`config.mk`:
```
export PLATFORM = sky130hd
export DESIGN_NAME = pipeline_stall_controller
export DESIGN_NICKNAME = d
export VERILOG_FILES = /design/src/rtl/pipeline_stall_controller.sv
export SDC_FILE = /design/constraint.sdc
export NUM_CORES = 1
export LEC_CHECK = 0
export CAP_MARGIN = 20
export CORE_ASPECT_RATIO = 1.1
export CORE_MARGIN = 2
export CORE_UTILIZATION = 25
export DETAILED_ROUTE_END_ITERATION = 7
export PLACE_DENSITY_LB_ADDON = 0.25
export RECOVER_POWER = 100
export SLEW_MARGIN = 20
export SYNTH_ARGS = -nofsm -noshare
export SYNTH_HDL_FRONTEND = slang
export SYNTH_SLANG_ARGS = --single-unit
```
`constraint.sdc`:
```
create_clock -name i_clk -period 2.9 [get_ports i_clk]
set_input_delay 0.58 -clock i_clk [delete_from_list [all_inputs] [get_ports i_clk]]
set_output_delay 0.58 -clock i_clk [all_outputs]
set_load 0.1 [all_outputs]
```
`src/rtl/pipeline_stall_controller.sv`:
```
// Turns hazard-detector requests into pipeline register enables, bubbles and
// flushes, sequencing multi-cycle stalls and keeping saturating perf counters.
module pipeline_stall_controller #(
   parameter int unsigned BR_LD_STALLS = 2,
   parameter int unsigned CNT_W        = 16
) (
   input  logic             i_clk,
   input  logic             i_rst,
   input  logic             i_load_use,
   input  logic             i_br_stall,
   input  logic             i_br_ld_stall,
   input  logic             i_br_taken,
   input  logic             i_mem_busy,
   output logic             o_pc_en,
   output logic             o_if_id_en,
   output logic             o_id_ex_en,
   output logic             o_ex_mem_en,
   output logic             o_mem_wb_en,
   output logic             o_if_id_flush,
   output logic             o_id_ex_bubble,
   output logic [CNT_W-1:0] o_stall_cnt,
   output logic [CNT_W-1:0] o_flush_cnt
);

   localparam int unsigned HC_W = 2;

   typedef enum logic [1:0] {
      RUN      = 2'd0,
      HOLD     = 2'd1,
      MEM_WAIT = 2'd2
   } state_e;

   state_e            state_q, state_d;
   logic [HC_W-1:0]   hold_q, hold_d;
   logic [CNT_W-1:0]  stall_cnt_q, flush_cnt_q;
   logic              act_hold;

   // State, hold counter and performance counters
   always_ff @(posedge i_clk) begin
      if (i_rst) begin
         state_q     <= RUN;
         hold_q      <= '0;
         stall_cnt_q <= '0;
         flush_cnt_q <= '0;
      end else begin
         state_q <= state_d;
         hold_q  <= hold_d;
         if (!o_pc_en && (stall_cnt_q != {CNT_W{1'b1}}))
            stall_cnt_q <= stall_cnt_q + CNT_W'(1);
         if (o_if_id_flush && (flush_cnt_q != {CNT_W{1'b1}}))
            flush_cnt_q <= flush_cnt_q + CNT_W'(1);
      end
   end

   // Next state and stage controls
   always_comb begin
      state_d        = state_q;
      hold_d         = hold_q;
      act_hold       = 1'b0;
      o_pc_en        = 1'b1;
      o_if_id_en     = 1'b1;
      o_id_ex_en     = 1'b1;
      o_ex_mem_en    = 1'b1;
      o_mem_wb_en    = 1'b1;
      o_if_id_flush  = 1'b0;
      o_id_ex_bubble = 1'b0;

      // A non-zero hold count in MEM_WAIT means the freeze interrupted HOLD
      unique case (state_q)
         HOLD:     act_hold = 1'b1;
         MEM_WAIT: act_hold = (hold_q != '0);
         default:  act_hold = 1'b0;
      endcase

      if (i_mem_busy) begin
         o_pc_en     = 1'b0;
         o_if_id_en  = 1'b0;
         o_id_ex_en  = 1'b0;
         o_ex_mem_en = 1'b0;
         o_mem_wb_en = 1'b0;
         state_d     = MEM_WAIT;
      end else if (act_hold) begin
         o_pc_en        = 1'b0;
         o_if_id_en     = 1'b0;
         o_id_ex_bubble = 1'b1;
         if (hold_q <= HC_W'(1)) begin
            hold_d  = '0;
            state_d = RUN;
         end else begin
            hold_d  = hold_q - HC_W'(1);
            state_d = HOLD;
         end
      end else if (i_br_ld_stall) begin
         o_pc_en        = 1'b0;
         o_if_id_en     = 1'b0;
         o_id_ex_bubble = 1'b1;
         hold_d         = HC_W'(BR_LD_STALLS - 1);
         state_d        = (BR_LD_STALLS > 1) ? HOLD : RUN;
      end else if (i_load_use || i_br_stall) begin
         o_pc_en        = 1'b0;
         o_if_id_en     = 1'b0;
         o_id_ex_bubble = 1'b1;
         state_d        = RUN;
      end else begin
         o_if_id_flush = i_br_taken;
         state_d       = RUN;
      end

      if (i_rst) begin
         o_pc_en        = 1'b0;
         o_if_id_en     = 1'b0;
         o_id_ex_en     = 1'b0;
         o_ex_mem_en    = 1'b0;
         o_mem_wb_en    = 1'b0;
         o_if_id_flush  = 1'b1;
         o_id_ex_bubble = 1'b1;
      end
   end

   assign o_stall_cnt = stall_cnt_q;
   assign o_flush_cnt = flush_cnt_q;

endmodule

```
==> out/metrics.yaml, run 1 <==
synth_area_leaders: "dfxtp_1, a21oi_1, xnor2_1, nor2_1, or3_1"
grt_pass1_wl_um: 7870
cts_tree: "done"
worstHoldPathCells: 1
timing.final.crit_share_pct: 94.6
core_um2: 7430
rows: 33
start_kind: "input pin"
synth-edff-count: 0
worstPathMaxFanout: 7
m1WireLength_um: 2280
die_area_um2: 8370
avgSynthCellArea_um2: 8.54
track_usage_pct: 11.9
crit_arrival_ns: 2.16
most-common-layout-cells: "dfxtp_1, clkbuf_1, a21oi_1, nor2_1, nand2_1"
place.gp.congestion: 0.722
syn-num-nets: 235
cp.depth: 4
finalCriticalPeriod_ns: 2.74
grt_start_max_net_pins: 22
hpwl_um: 3480
r2r_cells: 7
overflow: 0
cts_setup_buffers: 0
crit_path_top_delay_cell: "clkdlybuf4s50_1"
cts_made_buffers: 5
cp.required_ns: 2.32
drc_errors: 0
vias_per_cell: 5.00
p_per_area_nw_per_um2: 441
drv_slew: 0
place_inst: 350
setup_viol: 0
met3_length_um: 156
cap_violations: 0
power_mw: 1.05
outcome: "complete, no violations"
cts-hold-fix-buffers: 0
fin_setup_tns_ns: 0
final_core_util_pct: 32.0
cp_num_buf_inv: 3
yosysTopAreaCell: "dfxtp_1"
clkTransAtPathRegs_ns: 0.07
synthArstFlopShare_pct: 0
synth.distinct_cells: 49
max_stage_delay_ns: 0.52
wl_um: 4700
fillers: 831
seqCellArea_um2: 721
finalWorstSetupSlack_ns: 0.158
synth-seq-cells: 36
dieWidth_um: 87.4
postPlaceCellArea_um2: 2450
fin_cells: 357
path_delay_family: "buffers and inverters"
synth_area_um2: 1910
cts.sinks: 36
hold_ws_ns: 0.509
htreeDepth: 2
synth_flop_cell: "dfxtp_1"
start_util_pct: 25.7
crit_path_end_kind: "primary output"
peakVddDrop_uv: 223
layout.cells.most_common: "dfxtp_1"
layout.nets: 281
root_buffer: "clkbuf_8"
seq_area_frac_synth_pct: 37.7
vias: 1784
firstDrtPassIters: 4
clock_latency_ns: 0.29
path_cells: "clkdlybuf4s50_1 > or2_0 > inv_1 > clkbuf_4"
io_pins: 46
cts.repair.resized: 0
hp-class: "reg -> reg"
final_antenna_net_count: 0
final_area_um2: 2370
max_slew_margin_pct: 22.0
rsz0062_at_grt: "no"
path_class: "in -> out"
yosysTopAreaCellShare_pct: 37.7
pre_cts_ws_ns: 0.230
fmaxAchievable_mhz: 365
drtIter0Drc: 71
maxUsedRoutingLayer: "met4"
skew_ns: 0.00761
synth_cells: 224
wl_per_cell_um: 13.2
leakage_nw: 0.759
antenna_found_initial: 0
num_antenna_cells: 0
cts.path.max_buffers: 2
area_growth_pct: 24.1
io_buffers: 45
grt_pass1_vias: 1668
drive_gt1_share_pct: 9.26
multi_input_area_um2: 1100
die_height_um: 95.7
yosys_warnings: 0
hold_viol: 0
worstMarginPinSlew_ns: 1.18
route.met2.wl_um: 2190
==> sequential cells by signal, indices dropped and copies added, names as in the netlist <==
name	count
state_q	2
o_stall_cnt	16
hold_q	2
o_flush_cnt	16
==> synthesized netlist by cell type, drive strengths merged (2+ instances only) <==
| library cell | n |
|---|---|
| or3 | 9 |
| o31ai | 5 |
| clkbuf | 7 |
| ha | 4 |
| xor2 | 2 |
| nor4 | 7 |
| nor3 | 7 |
| mux2i | 4 |
| nor4b | 2 |
| o211ai | 3 |
| or4 | 3 |
| dfxtp | 36 |
| o221ai | 2 |
| nand3 | 9 |
| a21oi | 19 |
| nor2 | 21 |
| buf | 5 |
| nor2b | 2 |
| and3 | 5 |
| xnor2 | 9 |
| a2111oi | 2 |
| o21ai | 11 |
| and2 | 3 |
| or2 | 2 |
| inv | 7 |
| nand4 | 7 |
| nand2b | 2 |
| nand2 | 11 |
| and4 | 6 |
==> final timing paths <==
kind / from / end / slack (ns)
setup / recovery: i_mem_busy / o_id_ex_en / 0.16
hold reg to reg: o_flush_cnt[14] / o_flush_cnt[14] / 0.51
hold / removal: o_flush_cnt[14] / o_flush_cnt[14] / 0.51
setup reg to reg: state_q[0] / o_stall_cnt[5] / 0.46
==> layer usage <==
layer | GRT usage [%] | up-vias
li1 | - | 919
met1 | 15.2 | 836
met2 | 18.8 | 24
met3 | 2.92 | 5
met4 | 5.26 | 0
met5 | 0 | -
==> power breakdown <==
group | switching (mW) | total [mW] | internal (mW)
clock | 0.177 | 0.389 | 0.212
sequential | 0.00713 | 0.508 | 0.501
combinational | 0.110 | 0.151 | 0.0402
total | 0.295 | 1.05 | 0.753
==> area by class of cell <==
cell class / instances / area share (%)
Sequential cell: 36 / 30.3
Tap cell: 87 / 4.58
Clock buffer: 7 / 4.06
Timing Repair Buffer: 51 / 13.4
Multi-Input combinational cell: 169 / 46.5
Inverter: 7 / 1.11
==> logic make-up after synthesis <==
| logic type | synth area share [%] |
|---|---|
| fa+ha+maj | 2.62 |
| compound gates | 16.3 |
| mux | 2.68 |
| xor+xnor | 5.04 |
| flops | 37.7 |
| buf+inv | 4.58 |
| simple gates | 31.1 |
(Power assumes the default switching activity.)
==> inputs of run 2 (changes only) <==
- ABC_AREA: unset -> 1
==> run 2 against run 1 <==
  * Non-clock buffer count decreased by 2
  * Flip-flop and latch count unchanged
  * Sequential power about the same
  * Area after synthesis increased by 14%
  * Count of clock-buffer cells in the layout increased by 1
  * Power decreased by 2.6%
  * Combinational power decreased by 9%
  * Core utilization decreased by 0.84 points
  * Synthesized cell count increased by 46%
  * Register-to-register slack improved by 0.12 ns
  * Critical path type unchanged
  * Largest cell class unchanged
==> out/metrics.yaml, run 2 <==
outcome: "complete, no violations"  # unchanged
num_antenna_cells: 0  # unchanged
synth_flop_cell: "dfxtp_1"  # unchanged
wl_per_cell_um: 11.1  # was 13.2 µm
synthArstFlopShare_pct: 0  # unchanged
max_stage_delay_ns: 0.43  # was 0.52 ns
grt_pass1_wl_um: 9640  # was 7870 µm
crit_path_top_delay_cell: "clkdlybuf4s50_1"  # unchanged
avgSynthCellArea_um2: 6.65  # was 8.54 µm²
p_per_area_nw_per_um2: 390  # was 441 nW/µm²
crit_path_end_kind: "primary output"  # unchanged
path_class: "in -> out"  # unchanged
syn-num-nets: 339  # was 235
peakVddDrop_uv: 155  # was 223 µV
drv_slew: 0  # unchanged
root_buffer: "clkbuf_8"  # unchanged
cp.required_ns: 2.32  # about the same
seq_area_frac_synth_pct: 33.1  # was 37.7%
synth_commonest_cells: "nand2_1, nor2_1, dfxtp_1"  # was dfxtp_1, nor2_1, a21oi_1
wl_um: 5420  # was 4700 µm
cts_setup_buffers: 0  # unchanged
hold_ws_ns: 0.474  # was 0.509 ns
fillers: 1004  # was 831
max_slew_margin_pct: 21.2  # was 22.0%
area_growth_pct: 20.0  # was 24.1%
fmaxAchievable_mhz: 378  # was 365 MHz
grt_start_max_net_pins: 21  # was 22
worstMarginPinSlew_ns: 1.19  # was 1.18 ns
most-common-layout-cells: "nand2_1, nor2_1, inv_1, dfxtp_1, clkbuf_1"  # was dfxtp_1, clkbuf_1, a21oi_1, nor2_1, nand2_1
r2r_cells: 10  # was 7
path_cells: "clkdlybuf4s50_1 > nor3_1 > nand3_2 > nand2_1 > buf_12"  # was clkdlybuf4s50_1 > or2_0 > inv_1 > clkbuf_4
yosysTopAreaCell: "dfxtp_1"  # unchanged
holdPathEnd: "hold_q[1]"  # was o_flush_cnt[14]
final_antenna_net_count: 0  # unchanged
finalCriticalPeriod_ns: 2.64  # was 2.74 ns
skew_ns: 0.00321  # was 0.00761 ns
rows: 35  # was 33
synth_area_leaders: "dfxtp_1, nand2_1, nor2_1, nand3_1, inv_1"  # was dfxtp_1, a21oi_1, xnor2_1, nor2_1, or3_1
setup_viol: 0  # unchanged
cap_violations: 0  # unchanged
worstHoldPathCells: 2  # was 1
track_usage_pct: 12.6  # was 11.9%
cts_made_buffers: 5  # unchanged
yosysMostFrequentCell: "nand2_1"  # was dfxtp_1
rsz0062_at_grt: "no"  # unchanged
drc_errors: 0  # unchanged
overflow: 0  # unchanged
hpwl_um: 4090  # was 3480 µm
io_buffers: 45  # unchanged
layout.cells.most_common: "nand2_1"  # was dfxtp_1
rr_startpoint: "state_q[0]"  # unchanged
start_kind: "input pin"  # unchanged
leakage_nw: 1.06  # was 0.759 nW
die_area_um2: 9480  # was 8370 µm²
synth_area_um2: 2180  # was 1910 µm²
cts.path.max_buffers: 2  # unchanged
htreeDepth: 2  # unchanged
core_um2: 8410  # was 7430 µm²
cts_tree: "done"  # unchanged
synth_cells: 328  # was 224
drtIter0Drc: 59  # was 71
synth.distinct_cells: 34  # was 49
r2r-end: "o_stall_cnt[13]"  # was o_stall_cnt[5]
cts.sinks: 36  # unchanged
vias: 2133  # was 1784
crit_arrival_ns: 2.06  # was 2.16 ns
drive_gt1_share_pct: 10.4  # was 9.26%
power_mw: 1.02  # was 1.05 mW
synth-edff-count: 0  # unchanged
hp-class: "reg -> reg"  # unchanged
yosys_warnings: 0  # unchanged
worstPathMaxFanout: 8  # was 7
cts.repair.resized: 0  # unchanged
synth-seq-cells: 36  # unchanged
antenna_found_initial: 0  # unchanged
cts-hold-fix-buffers: 0  # unchanged
clkTransAtPathRegs_ns: 0.07  # about the same
place.gp.congestion: 0.800  # was 0.722
cp_num_buf_inv: 2  # was 3
clock_latency_ns: 0.28  # was 0.29 ns
cp.depth: 5  # was 4
io_pins: 46  # unchanged
yosysTopAreaCellShare_pct: 33.1  # was 37.7%
path_delay_family: "simple AND/OR/NAND/NOR gates"  # was buffers and inverters
hold_viol: 0  # unchanged
reg2reg_slack_ns: 0.58  # was 0.46 ns
firstDrtPassIters: 4  # unchanged
dieWidth_um: 93.0  # was 87.4 µm
timing.final.crit_share_pct: 91.2  # was 94.6%
vias_per_cell: 4.39  # was 5.00
die_height_um: 102  # was 95.7 µm
start_util_pct: 25.9  # was 25.7%
min-delay-start: "hold_q[1]"  # was o_flush_cnt[14]
grt_pass1_vias: 2135  # was 1668
layout.nets: 385  # was 281
[run 2: worst max path at each step]
| stage | from | to | slack, ns |
|---|---|---|---|
| after floorplan | i_mem_busy | o_pc_en | -0.04 |
| final | i_br_ld_stall | o_if_id_flush | 0.26 |
| after CTS | i_br_stall | o_if_id_flush | 0.38 |
| after global routing | i_br_ld_stall | o_if_id_flush | 0.16 |
| after detailed placement | i_br_stall | o_if_id_flush | 0.38 |
| after global placement | i_br_stall | o_if_id_flush | 0.40 |
[run 2: cells by family (layout without fill, tap and decap cells)]
| family | after synthesis | after routing | synth area share (%) |
|---|---|---|---|
| fa+ha+maj | 4 | 4 | 2.30 |
| flops | 36 | 36 | 33.1 |
| xor+xnor | 8 | 8 | 3.21 |
| compound gates | 38 | 38 | 10.8 |
| buf+inv | 48 | 95 | 9.70 |
| simple gates | 194 | 194 | 40.9 |
[run 2: power breakdown]
group	switching, mW	total (mW)	internal [mW]
combinational	0.106	0.138	0.0314
sequential	0.00843	0.509	0.501
clock	0.180	0.374	0.194
[run 2: through the flow]
step	setup slack (ns)	TNS, ns	std cells	instance area [µm²]	utilization [%]
finish	0.255	0	486	2620	31.1
global route	0.159	0	486	2620	31.1
detailed placement	0.379	0	478	2740	32.6
global placement	0.398	0	478	2740	32.6
CTS	0.378	0	486	2830	33.6
floorplan	-0.0355	-0.0355	328	2200	-
[run 2: area by class of cell]
| type | count | area [µm²] | area share [%] |
|---|---|---|---|
| clock buffers | 8 | 90.1 | 3.44 |
| multi-input cells | 244 | 1230 | 47.2 |
| flip-flops and latches | 36 | 721 | 27.5 |
| inverters | 38 | 146 | 5.60 |
| repair buffers | 49 | 287 | 11.0 |
| well taps | 111 | 139 | 5.31 |
[run 2: worst register-to-register path: cells and delay by family, from the launching register on]
family                   cells  cell delay, ns
AO/OA/AOI/OAI                1            0.13
flip-flops                   1            0.34
adder cells (fa/ha/maj)      1            0.27
AND/OR/NAND/NOR              4            0.59
buffers and inverters        4            0.92
[run 2: per-layer routing]
layer  wire length [µm]  global-route usage (%)  share of wire [%]  up-vias
li1                   -                       -                  -     1138
met1               2470                    14.2                 46      950
met2               2670                    23.9                 49       38
met3                211                    2.88                3.9        7
met4                 65                    3.28                1.2        0
met5                  0                       0                  0        -
==> inputs of run 3 (changes only) <==
- PLACE_DENSITY: unset -> 0.48
- PLACE_DENSITY_LB_ADDON: 0.25 -> unset
==> run 3 against run 2 <==
  * Cell area is 0.86% higher
  * Sequential share of layout area is 0.24 points lower
  * Largest cell class unchanged
  * Core utilization is 0.27 points higher
  * Via count is 2.6% lower
  * Clock skew is 0.010 ns higher
  * Non-clock buffer count stayed put
  * Clock power is 20% higher
  * Combinational power hardly changed
  * Highest routed layer unchanged
==> out/metrics.yaml, run 3 (synthesis results as in run 2) <==
reg2reg_slack_ns: 0.67  # was 0.58 ns
die_height_um: 102  # unchanged
cp.required_ns: 2.32  # about the same
max_slew_margin_pct: 22.2  # was 21.2%
hold_viol: 0  # unchanged
firstDrtPassIters: 4  # unchanged
cts_setup_buffers: 0  # unchanged
cap_violations: 0  # unchanged
grt_util_met3_pct: 2.80  # was 2.88%
worstHoldPathCells: 2  # unchanged
die_area_um2: 9480  # unchanged
drive_gt1_share_pct: 10.4  # unchanged
cts.sinks: 36  # unchanged
cts.path.max_buffers: 2  # unchanged
num_antenna_cells: 0  # unchanged
fmaxAchievable_mhz: 383  # was 378 MHz
hp-class: "reg -> reg"  # unchanged
cts.repair.resized: 0  # unchanged
hold_ws_ns: 0.473  # was 0.474 ns
cts_made_buffers: 5  # unchanged
finalCriticalPeriod_ns: 2.61  # was 2.64 ns
grtUsageMet1_pct: 15.1  # was 14.2%
wl_um: 5460  # was 5420 µm
cts_tree: "done"  # unchanged
root_buffer: "clkbuf_8"  # unchanged
path_class: "in -> out"  # unchanged
area_growth_pct: 21.1  # was 20.0%
hpwl_um: 4000  # was 4090 µm
layout.cells.most_common: "nand2_1"  # unchanged
clock_latency_ns: 0.29  # was 0.28 ns
skew_ns: 0.0136  # was 0.00321 ns
io_buffers: 45  # unchanged
vias: 2078  # was 2133
grt_start_max_net_pins: 21  # unchanged
grt-busiest-layer: "met2"  # unchanged
drv_slew: 0  # unchanged
outcome: "complete, no violations"  # unchanged
rsz0062_at_grt: "no"  # unchanged
cts-hold-fix-buffers: 0  # unchanged
timing.final.crit_share_pct: 90.1  # was 91.2%
htreeDepth: 2  # unchanged
use_met2_pct: 21.2  # was 23.9%
rows: 35  # unchanged
clkTransAtPathRegs_ns: 0.07  # about the same
worstMarginPinSlew_ns: 1.17  # was 1.19 ns
rr_startpoint: "state_q[0]"  # unchanged
crit_path_end_kind: "primary output"  # unchanged
leakage_nw: 1.07  # was 1.06 nW
io_pins: 46  # unchanged
p_per_area_nw_per_um2: 416  # was 390 nW/µm²
holdPathEnd: "hold_q[1]"  # unchanged
crit_arrival_ns: 2.03  # was 2.06 ns
drtIter0Drc: 88  # was 59
start_util_pct: 25.9  # unchanged
vias_per_cell: 4.28  # was 4.39
r2r_cells: 10  # unchanged
final_antenna_net_count: 0  # unchanged
place.gp.congestion: 0.740  # was 0.800
overflow: 0  # unchanged
dieWidth_um: 93.0  # unchanged
grt_pass1_wl_um: 9180  # was 9640 µm
start_kind: "input pin"  # unchanged
layout.nets: 385  # unchanged
most-common-layout-cells: "nand2_1, nor2_1, inv_1, dfxtp_1, nand3_1"  # was nand2_1, nor2_1, inv_1, dfxtp_1, clkbuf_1
drc_errors: 0  # unchanged
worstPathMaxFanout: 8  # unchanged
grt_pass1_vias: 1942  # was 2135
power_mw: 1.10  # was 1.02 mW
wl_per_cell_um: 11.2  # was 11.1 µm
peakVddDrop_uv: 146  # was 155 µV
min-delay-start: "hold_q[1]"  # unchanged
track_usage_pct: 12.2  # was 12.6%
antenna_found_initial: 0  # unchanged
r2r-end: "o_stall_cnt[13]"  # unchanged
setup_viol: 0  # unchanged
core_um2: 8410  # unchanged
==> run 3: final cells by class <==
| cell class | instances | area (µm²) |
|---|---|---|
| fill | 961 | 5770 |
| multi-input combinational | 244 | 1230 |
| sequential | 36 | 721 |
| timing repair buffer | 49 | 299 |
| inverter | 38 | 144 |
| tap | 111 | 139 |
| clock buffer | 6 | 72.6 |
| clock inverter | 2 | 35.0 |
==> run 3: power breakdown <==
part           switching (mW)  total [mW]  internal, mW
Combinational           0.107       0.141        0.0340
Clock                   0.192       0.447         0.256
Sequential            0.00880       0.510         0.501
Total                   0.307        1.10         0.790
==> run 3: routing by layer <==
metal	vias to the layer above	wire, µm
met5	-	0
met2	40	2570
met3	6	216
met1	895	2640
met4	0	40
li1	1137	-
==> run 3: stage by stage <==
| step | worst slack, ns | utilization (%) | cell area, µm² | TNS (ns) | std cells |
|---|---|---|---|---|---|
| 6_report | 0.287 | 31.4 | 2640 | 0 | 486 |
| 5_1_grt | 0.145 | 31.4 | 2640 | 0 | 486 |
| 4_1_cts | 0.375 | 33.8 | 2850 | 0 | 486 |
| 3_5_place_dp | 0.375 | 32.6 | 2740 | 0 | 478 |
| 3_3_place_gp | 0.390 | 32.6 | 2740 | 0 | 478 |
| 2_1_floorplan | -0.0355 | - | 2200 | -0.0355 | 328 |
==> run 3: how the worst max path moves through the flow <==
stage	slack [ns]	start	depth (start not counted)	endpoint
after floorplan	-0.04	i_mem_busy	5	o_pc_en
after global placement	0.39	i_br_stall	5	o_if_id_flush
after detailed placement	0.38	i_br_stall	5	o_if_id_flush
after CTS	0.37	i_br_stall	5	o_if_id_flush
after global routing	0.15	i_mem_busy	7	o_if_id_flush
final	0.29	i_mem_busy	7	o_if_id_flush
==> run 3: worst max-delay path: stages <==
cell and delay, ns:
dlygate4sd3_1 0.60, inv_1 0.10, nand2_1 0.05, inv_1 0.05, nand3_1 0.23, nand2_1 0.23, buf_12 0.19
